===== src/rtl/stack_pkg.sv =====
// Shared definitions for the tinycpu stack sequencer: data width,
// opcode encodings, FSM state encoding and the single-cycle ALU.
package stack_pkg;

  localparam int W = 16;

  localparam logic [3:0] OP_NOP  = 4'd0;
  localparam logic [3:0] OP_PUSH = 4'd1;
  localparam logic [3:0] OP_DUP  = 4'd2;
  localparam logic [3:0] OP_DROP = 4'd3;
  localparam logic [3:0] OP_ADD  = 4'd4;
  localparam logic [3:0] OP_SUB  = 4'd5;
  localparam logic [3:0] OP_AND  = 4'd6;
  localparam logic [3:0] OP_OR   = 4'd7;
  localparam logic [3:0] OP_XOR  = 4'd8;
  localparam logic [3:0] OP_SWAP = 4'd9;
  localparam logic [3:0] OP_MUL  = 4'd10;

  typedef enum logic [1:0] {
    ST_IDLE,
    ST_SWAP2,
    ST_MUL_RUN,
    ST_MUL_WB
  } state_e;

  // Binary op result: next-of-stack OP top-of-stack, carry discarded.
  function automatic logic [W-1:0] alu_result(input logic [3:0]   op,
                                              input logic [W-1:0] nos,
                                              input logic [W-1:0] tos);
    case (op)
      OP_ADD:  return nos + tos;
      OP_SUB:  return nos - tos;
      OP_AND:  return nos & tos;
      OP_OR:   return nos | tos;
      OP_XOR:  return nos ^ tos;
      default: return '0;
    endcase
  endfunction

endpackage


===== src/rtl/stack_mul.sv =====
// Iterative 16x16 shift-add multiplier keeping the low 16 bits of the
// product. One multiplier bit per cycle, LSB first, 16 cycles per product.
module stack_mul
  import stack_pkg::*;
(
  input  logic         clk,
  input  logic         rst_n,
  input  logic         start_i,
  input  logic [W-1:0] a_i,
  input  logic [W-1:0] b_i,
  output logic         busy_o,
  output logic         last_o,
  output logic [W-1:0] result_o
);

  logic [W-1:0] a_q;
  logic [W-1:0] b_q;
  logic [W-1:0] acc_q;
  logic [3:0]   cnt_q;
  logic         busy_q;

  // Latch operands on start, then add the shifted multiplicand per set bit.
  // NOTE: sequential state uses non-blocking assignments so every register
  // samples the pre-edge values regardless of statement order.
  always_ff @(posedge clk or negedge rst_n) begin
    if (!rst_n) begin
      a_q    <= '0;
      b_q    <= '0;
      acc_q  <= '0;
      cnt_q  <= '0;
      busy_q <= 1'b0;
    end else if (start_i) begin
      a_q    <= a_i;
      b_q    <= b_i;
      acc_q  <= '0;
      cnt_q  <= '0;
      busy_q <= 1'b1;
    end else if (busy_q) begin
      acc_q <= acc_q + (b_q[0] ? a_q : '0);
      a_q   <= a_q << 1;
      b_q   <= b_q >> 1;
      cnt_q <= cnt_q + 4'd1;
      if (cnt_q == 4'd15) busy_q <= 1'b0;
    end
  end

  assign busy_o   = busy_q;
  assign last_o   = busy_q && (cnt_q == 4'd15);
  assign result_o = acc_q;

endmodule


===== src/rtl/stack_ctrl.sv =====
// Stack-machine sequencer: accepts opcodes over valid/ready, drives the
// shift-register stack strobes, tracks depth and rejects ops that would
// underflow or overflow. SWAP and MUL are sequenced by a small FSM.
module stack_ctrl
  import stack_pkg::*;
#(
  parameter int N = 8
) (
  input  logic                     clk,
  input  logic                     reset,
  input  logic                     op_valid,
  output logic                     op_ready,
  input  logic [3:0]               op,
  input  logic [W-1:0]             imm,
  output logic                     done,
  output logic                     err,
  output logic [$clog2(N+1)-1:0]   depth,
  output logic                     load,
  output logic                     push,
  output logic                     pop,
  output logic [W-1:0]             d,
  input  logic [W-1:0]             qtop,
  input  logic [W-1:0]             qnext
);

  localparam int             DW        = $clog2(N + 1);
  localparam logic [DW-1:0]  DEPTH_MAX = DW'(N);
  localparam logic [DW-1:0]  ONE       = DW'(1);
  localparam logic [DW-1:0]  TWO       = DW'(2);

  state_e        state_q, state_d;
  logic [DW-1:0] depth_q, depth_d;
  logic [W-1:0]  t_q, t_d;
  logic          op_ok;
  logic          mul_start;
  logic          mul_busy;
  logic          mul_last;
  logic [W-1:0]  mul_result;

  stack_mul u_mul (
    .clk      (clk),
    .rst_n    (reset),
    .start_i  (mul_start),
    .a_i      (qnext),
    .b_i      (qtop),
    .busy_o   (mul_busy),
    .last_o   (mul_last),
    .result_o (mul_result)
  );

  assign op_ready = (state_q == ST_IDLE);
  assign depth    = depth_q;

  // Depth legality of the offered opcode; illegal encodings are never ok.
  always_comb begin
    op_ok = 1'b0;
    case (op)
      OP_NOP:  op_ok = 1'b1;
      OP_PUSH: op_ok = (depth_q < DEPTH_MAX);
      OP_DUP:  op_ok = (depth_q < DEPTH_MAX) && (depth_q != '0);
      OP_DROP: op_ok = (depth_q != '0);
      OP_ADD, OP_SUB, OP_AND, OP_OR, OP_XOR, OP_SWAP, OP_MUL:
               op_ok = (depth_q >= TWO);
      default: op_ok = 1'b0;
    endcase
  end

  // Strobe decode and next-state logic for the sequencer.
  // NOTE: every output gets a default first so no path leaves it unassigned
  // and no latch is inferred.
  always_comb begin
    state_d   = state_q;
    depth_d   = depth_q;
    t_d       = t_q;
    load      = 1'b0;
    push      = 1'b0;
    pop       = 1'b0;
    d         = '0;
    done      = 1'b0;
    err       = 1'b0;
    mul_start = 1'b0;
    unique case (state_q)
      ST_IDLE: begin
        if (op_valid) begin
          if (!op_ok) begin
            err = 1'b1;
          end else begin
            case (op)
              OP_NOP: done = 1'b1;
              OP_PUSH: begin
                push    = 1'b1;
                load    = 1'b1;
                d       = imm;
                done    = 1'b1;
                depth_d = depth_q + ONE;
              end
              OP_DUP: begin
                push    = 1'b1;
                done    = 1'b1;
                depth_d = depth_q + ONE;
              end
              OP_DROP: begin
                pop     = 1'b1;
                done    = 1'b1;
                depth_d = depth_q - ONE;
              end
              OP_SWAP: begin
                pop     = 1'b1;
                t_d     = qtop;
                state_d = ST_SWAP2;
              end
              OP_MUL: begin
                mul_start = 1'b1;
                state_d   = ST_MUL_RUN;
              end
              default: begin
                load    = 1'b1;
                pop     = 1'b1;
                d       = alu_result(op, qnext, qtop);
                done    = 1'b1;
                depth_d = depth_q - ONE;
              end
            endcase
          end
        end
      end
      ST_SWAP2: begin
        push    = 1'b1;
        load    = 1'b1;
        d       = t_q;
        done    = 1'b1;
        state_d = ST_IDLE;
      end
      ST_MUL_RUN: begin
        if (mul_last)      state_d = ST_MUL_WB;
        else if (!mul_busy) state_d = ST_IDLE;  // recover if the multiplier idles unexpectedly
      end
      ST_MUL_WB: begin
        load    = 1'b1;
        pop     = 1'b1;
        d       = mul_result;
        done    = 1'b1;
        depth_d = depth_q - ONE;
        state_d = ST_IDLE;
      end
      default: state_d = ST_IDLE;
    endcase
  end

  // Sequencer state, depth counter and SWAP latch.
  always_ff @(posedge clk or negedge reset) begin
    if (!reset) begin
      state_q <= ST_IDLE;
      depth_q <= '0;
      t_q     <= '0;
    end else begin
      state_q <= state_d;
      depth_q <= depth_d;
      t_q     <= t_d;
    end
  end

endmodule


===== config.mk =====
export PLATFORM = sky130hd
export DESIGN_NAME = stack_ctrl
export DESIGN_NICKNAME = d
export VERILOG_FILES = /design/src/rtl/stack_pkg.sv /design/src/rtl/stack_mul.sv /design/src/rtl/stack_ctrl.sv
export SDC_FILE = /design/constraint.sdc
export NUM_CORES = 1
export LEC_CHECK = 0
export BUFFER_PORTS_ARGS = -buffer_cell sky130_fd_sc_hd__buf_2
export CELL_PAD_IN_SITES_DETAIL_PLACEMENT = 1
export CELL_PAD_IN_SITES_GLOBAL_PLACEMENT = 2
export CORE_MARGIN = 8
export CORE_UTILIZATION = 33
export CTS_CLUSTER_DIAMETER = 30
export DETAILED_ROUTE_END_ITERATION = 7
export PLACE_DENSITY = 0.87
export SYNTH_ARGS = -nofsm -noshare
export SYNTH_HDL_FRONTEND = slang
export SYNTH_HIERARCHICAL = 1
export SYNTH_SLANG_ARGS = --single-unit

===== constraint.sdc =====
create_clock -name clk -period 3.4 [get_ports clk]
set_input_delay 0.51 -clock clk [delete_from_list [all_inputs] [get_ports clk]]
set_output_delay 0.51 -clock clk [all_outputs]
set_load 0.02 [all_outputs]

# After elaboration in Yosys (flattened, before gate mapping)

Index checks and enable logic that the tools add are counted.

Register bits: 75

Add/sub/neg operators: 6
Reductions and logical operators: 17
$lt $le $gt $ge: 2
Muxes and demuxes: 51
Equal/unequal tests: 19
Bitwise gates (word level): 3

Operators by type and width:

| operator                                             | number |
|---|---|
| two-way mux 16 bit                                   | 9 |
| one-hot mux 16 bit (5 select lines)                  | 1 |
| one-hot mux 16 bit (3 select lines)                  | 1 |
| adder 16 bit                                         | 2 |
| one-hot mux 16 bit (2 select lines)                  | 1 |
| two-way mux 1 bit                                    | 22 |
| bitwise AND 16 bit                                   | 1 |
| equality test 4 x 3 -> 1 bit (second input constant) | 4 |
| equality test 4 bit (second input constant)          | 4 |
| two-way mux 4 bit                                    | 4 |
| bitwise OR 16 bit                                    | 1 |
| one-hot mux 4 bit (2 select lines)                   | 2 |
| subtractor 16 bit                                    | 1 |
| bitwise XOR 16 bit                                   | 1 |
| AND reduction 4 bit                                  | 3 |
| adder 4 x 1 -> 4 bit (second input constant)         | 2 |
| equality test 4 x 2 -> 1 bit (second input constant) | 2 |
| two-way mux 2 bit                                    | 4 |
| one-hot mux 1 bit (2 select lines)                   | 4 |
| OR reduction 7 bit                                   | 1 |
| one-hot mux 2 bit (3 select lines)                   | 1 |
| OR reduction 2 bit                                   | 3 |
| one-hot mux 1 bit (5 select lines)                   | 1 |
| OR reduction 5 bit                                   | 1 |
| 18 further kinds                                     | 22 |

# Depth between registers and ports, before layout

Word-level depth: 7
Mapped depth: 14
Gate-level depth less buffers: 13

# Cells and area by module

The synthesis kept the hierarchy.

By module, submodules not included:

| module     | sequential area each (µm²) | area each (µm²) | instances | cells each |
|---|---|---|---|---|
| stack_ctrl | 550.5                      | 3761.1          | 1         | 468 |
| stack_mul  | 1326.3                     | 3128.0          | 1         | 332 |

# Worst setup path after synthesis

No wires, ideal clock.

Path type: input to output
Start: input qtop[5]
End: output d[13]
Data required time: 2.890 ns
Stages: 12
Slack: -0.304 ns
Arrival: 3.194 ns
Cell sequence: or3_1 nand3b_1 o31ai_1 xnor2_1 ha_1 buf_2 a21o_1 a221o_1 a21o_1 a31oi_1 mux2i_1 a31oi_1

Cells in the longest elaborated chain, start to end: 6

RTL lines:

| element                                                  | line                             | RTL |
|---|---|---|
| start, declared                                          | stack_ctrl.sv:22                 | `input logic [W-1:0] qtop,` |
| subtractor 16 bit / adder 16 bit (equally long branches) | stack_pkg.sv:32, stack_pkg.sv:31 |  |
| one-hot mux 16 bit (5 select lines) (*)                  | stack_pkg.sv:30                  | `case (op)` |
| one-hot mux 16 bit (2 select lines) (*)                  | stack_ctrl.sv:88                 | `case (op)` |
| two-way mux 16 bit (*)                                   | stack_ctrl.sv:85                 | `if (!op_ok) begin` |
| two-way mux 16 bit (*)                                   | stack_ctrl.sv:84                 | `if (op_valid) begin` |
| one-hot mux 16 bit (3 select lines) (*)                  | stack_ctrl.sv:82                 | `unique case (state_q)` |
| end, declared                                            | stack_ctrl.sv:21                 | `output logic [W-1:0] d,` |

Every way passes the cells marked *; elsewhere a longest branch is shown, timed or not.

# Worst setup path in the final report

Same ends and word-level chain as after synthesis.

==> impl_metrics.env <==
export IMPL_drt_iter0_drc=378
export IMPL_peakVddDrop_mv=0.2995
export IMPL_worstMarginPinSlew_ps=1063
export IMPL_clk_pin_slew_ps=60
export IMPL_drive_gt1_share_pct=30.46
export IMPL_hold_buffers=0
export IMPL_grt_usage_pct=19.83
export IMPL_slew_viol_final=0
export IMPL_final_cell_mix="100 x buf_4, 82 x nand2_1, 74 x dfrtp_1"
export IMPL_worst_path_max_fanout=3
export IMPL_violations="negative setup slack"
export IMPL_syn_cell_area_sq_um=6889
export IMPL_clk_latency_ps=350
export IMPL_post_route_min_period_ps=4079
export IMPL_die_area_sq_um=25760
export IMPL_routed_via_density=5.593
export IMPL_yosysUniqueCellTypes=81
export IMPL_worst_hold_slack_ps=328.2
export IMPL_worstSetupPathType="in -> out"
export IMPL_setup_ws_ps=-678.6
export IMPL_portBuffers=80
export IMPL_grt_ovfl_total=0
export IMPL_sequentialPowerShare_pct=26.2
export IMPL_switchingPower_w=0.002940
export IMPL_coreArea_sq_um=20760
export IMPL_synth_edf_count=0
export IMPL_io_pins=81
export IMPL_crit_path_start_kind="primary input"
export IMPL_grt_max_degree=76
export IMPL_root_buffer="clkbuf_16"
export IMPL_period_share_pct=120.0
export IMPL_finalSetupTns_ps=-4402
export IMPL_ys_warn_count=6
export IMPL_synth_top_area_share_pct=27.24
export IMPL_die_w_microns=160.5
export IMPL_leakage_nw=4.026
export IMPL_dp_hpwl_microns=19630
export IMPL_status="finished, violations left"
export IMPL_power_density_nw_per_um2=714.1
export IMPL_hold_viol=0
export IMPL_cts_made_buffers=9
export IMPL_insertedDiodeCount=0
export IMPL_cts_tree="built"
export IMPL_avgSynthCellArea_sq_um=8.611
export IMPL_cp_required_ps=2890
export IMPL_antenna_found_initial=0
export IMPL_numClockSinks=75
export IMPL_rsz0062_at_grt="true"
export IMPL_rows=53
export IMPL_final_common_cell="buf_4"
export IMPL_synth_fp_nets=928
export IMPL_grt_pass1_wl_microns=40760
export IMPL_synthCells=800
export IMPL_end_kind="output pin"
export IMPL_p_int_w=0.003545
export IMPL_grt_pass1_vias=7325
export IMPL_drt_wl_total_microns=26730
export IMPL_area_delta_synth_final_pct=31.84
export IMPL_slew_headroom_pct=29.15
export IMPL_ys_flop_type="dfrtp_1"
export IMPL_clkPwrFrac_pct=16.5
export IMPL_hp_class="in -> async"
export IMPL_cts_path_max_buffers=2
export IMPL_combPwrFrac_pct=57.3
export IMPL_setup_violations=10
export IMPL_crit_arrival_ps=3570
export IMPL_htreeDepth=3
export IMPL_die_h_microns=160.5
export IMPL_drc=0
export IMPL_wl_per_cell_microns=21.61
export IMPL_firstDrtPassIters=5
export IMPL_ant_nets=0
export IMPL_max_freq_mhz=245.2
export IMPL_fin_nets=1085
export IMPL_final_util_pct=43.76
export IMPL_maxCapViolCount=0
export IMPL_yosys_area_top_type="dfrtp_1"
export IMPL_dp_slack_ps=-595.7
export IMPL_yosysSeqAreaShare_pct=27.24
export IMPL_ys_seq_elements=75
export IMPL_fillCellCount=2421
export IMPL_place_congestion=0.9356
export IMPL_num_vias=6918
export IMPL_synth_area_leaders="dfrtp_1 27%, ha_1 13%, mux2i_1 5.4%, nand2_1 4.5%, o21ai_0 4.1%"
export IMPL_clock_skew_ps=11.17
export IMPL_start_util_pct=33.19
export IMPL_switching_share_pct=45.33
export IMPL_async_reset_ff_share_pct=100.0
path summary, 6_finish.rpt:
path                                     startpoint                              to  slack [ps]  cells past startpoint
min                                           reset   u_mul/result_o[1]$_DFFE_PN0P_         330                      1
max                                         qtop[5]                           d[13]        -680                     13
max reg2reg                u_mul/b_q[0]$_DFFE_PN0P_  u_mul/result_o[12]$_DFFE_PN0P_         660                     10
min in group clk                           qnext[0]        u_mul/a_q[0]$_DFFE_PN0P_         430                      3
min reg2reg                      t_q[4]$_DFFE_PN0P_              t_q[4]$_DFFE_PN0P_         500                      1
max in group asynchronous                     reset          u_mul/busy_o$_DFF_PN0_        2350                      1
kinds of logic (layout without fill, tap and decap cells):
logic type | after synthesis | count (layout) | share of synthesized area [%]
flip-flops | 75 | 75 | 27.24
XOR/XNOR | 40 | 40 | 5.085
AO/OA/AOI/OAI | 243 | 243 | 23.81
AND/OR/NAND/NOR | 225 | 225 | 16.66
buffers and inverters | 89 | 251 | 5.412
multiplexers | 55 | 55 | 8.318
adder cells (fa/ha/maj) | 73 | 73 | 13.48
critical path, stage by stage:
cell and delay [ps]:
buf_6 90, or3_4 410, nand3b_1 290, o31ai_2 360, xnor2_1 180, ha_1 300
a21o_1 180, a221o_1 320, a21o_1 200, a31oi_2 190, mux2i_1 240, a31oi_2 120
buf_4 190
cell usage after synthesis, types with 3 or more instances:
master    number
nand2_1       83
dfrtp_1       75
ha_1          71
o21ai_0       57
nor2_1        49
inv_1         48
a21oi_1       42
mux2i_1       37
xnor2_1       28
a22oi_1       25
clkbuf_1      24
and2_1        20
mux2_1        14
o211ai_1      14
nand3_1       13
o22ai_1       13
a31oi_1       12
xor2_1        12
a21o_1        11
buf_2         10
nand2b_1       8
nor3_1         8
o21ai_1        8
nor2b_1        7
a22o_1         6
o21a_1         6
or3_1          6
a211oi_1       5
nand3b_1       5
a221oi_1       4
a222oi_1       4
mux2_2         4
a221o_1        3
and3_1         3
buf_4          3
o211a_1        3
o21bai_1       3
o31a_1         3
power by group through the flow:
stage               logic (W)  registers (W)  clock network [W]
floorplan             0.00254        0.00155                  0
global placement      0.00337        0.00169                  0
detailed placement    0.00348        0.00171                  0
CTS                   0.00362        0.00170            0.00108
global route          0.00409        0.00175            0.00112
finish                0.00372        0.00170            0.00107
layout make-up:
| cell class | instances | area (sq um) | share of cell area, % |
|---|---|---|---|
| clock buffer | 12 | 266.5 | 2.934 |
| tap | 275 | 344.1 | 3.788 |
| inverter | 48 | 182.7 | 2.011 |
| clock inverter | 4 | 55.05 | 0.6061 |
| multi-input combinational | 636 | 5026 | 55.34 |
| sequential | 75 | 1878 | 20.68 |
| timing repair buffer | 187 | 1330 | 14.64 |
per-layer routing:
metal  GRT usage, %  routed length [microns]  up-vias
met2          34.75                    13580      215
met4          7.519                     1039        0
met3          3.199                     1095       66
met1          23.90                    11020     3434
li1               -                        -     3203
met5              0                        0        -
what timing repair did:
| item | 4_1_cts | 5_1_grt |
|---|---|---|
| setup endpoints to repair | 13 | 13 |
| gates resized for setup | 62 | 44 |
| setup buffers | 15 | 15 |
| pin swaps | 38 | 50 |
sequential cells by signal (all words and copies together) (netlist names):
signal,cells
t_q,16
u_mul/a_q,16
state_q,2
u_mul/busy_o,1
u_mul/cnt_q,4
u_mul/result_o,16
u_mul/b_q,16
depth,4
per-stage QoR:
stage / power (W) / std cells / area (sq um)
after floorplan: 0.004088 / 800 / 6952
after global placement: 0.005053 / 1197 / 8125
after detailed placement: 0.005182 / 1197 / 8125
after CTS: 0.006403 / 1227 / 8817
after global routing: 0.006959 / 1237 / 9082
final: 0.006486 / 1237 / 9082
No activity file was read; power rests on OpenSTA's default activity.
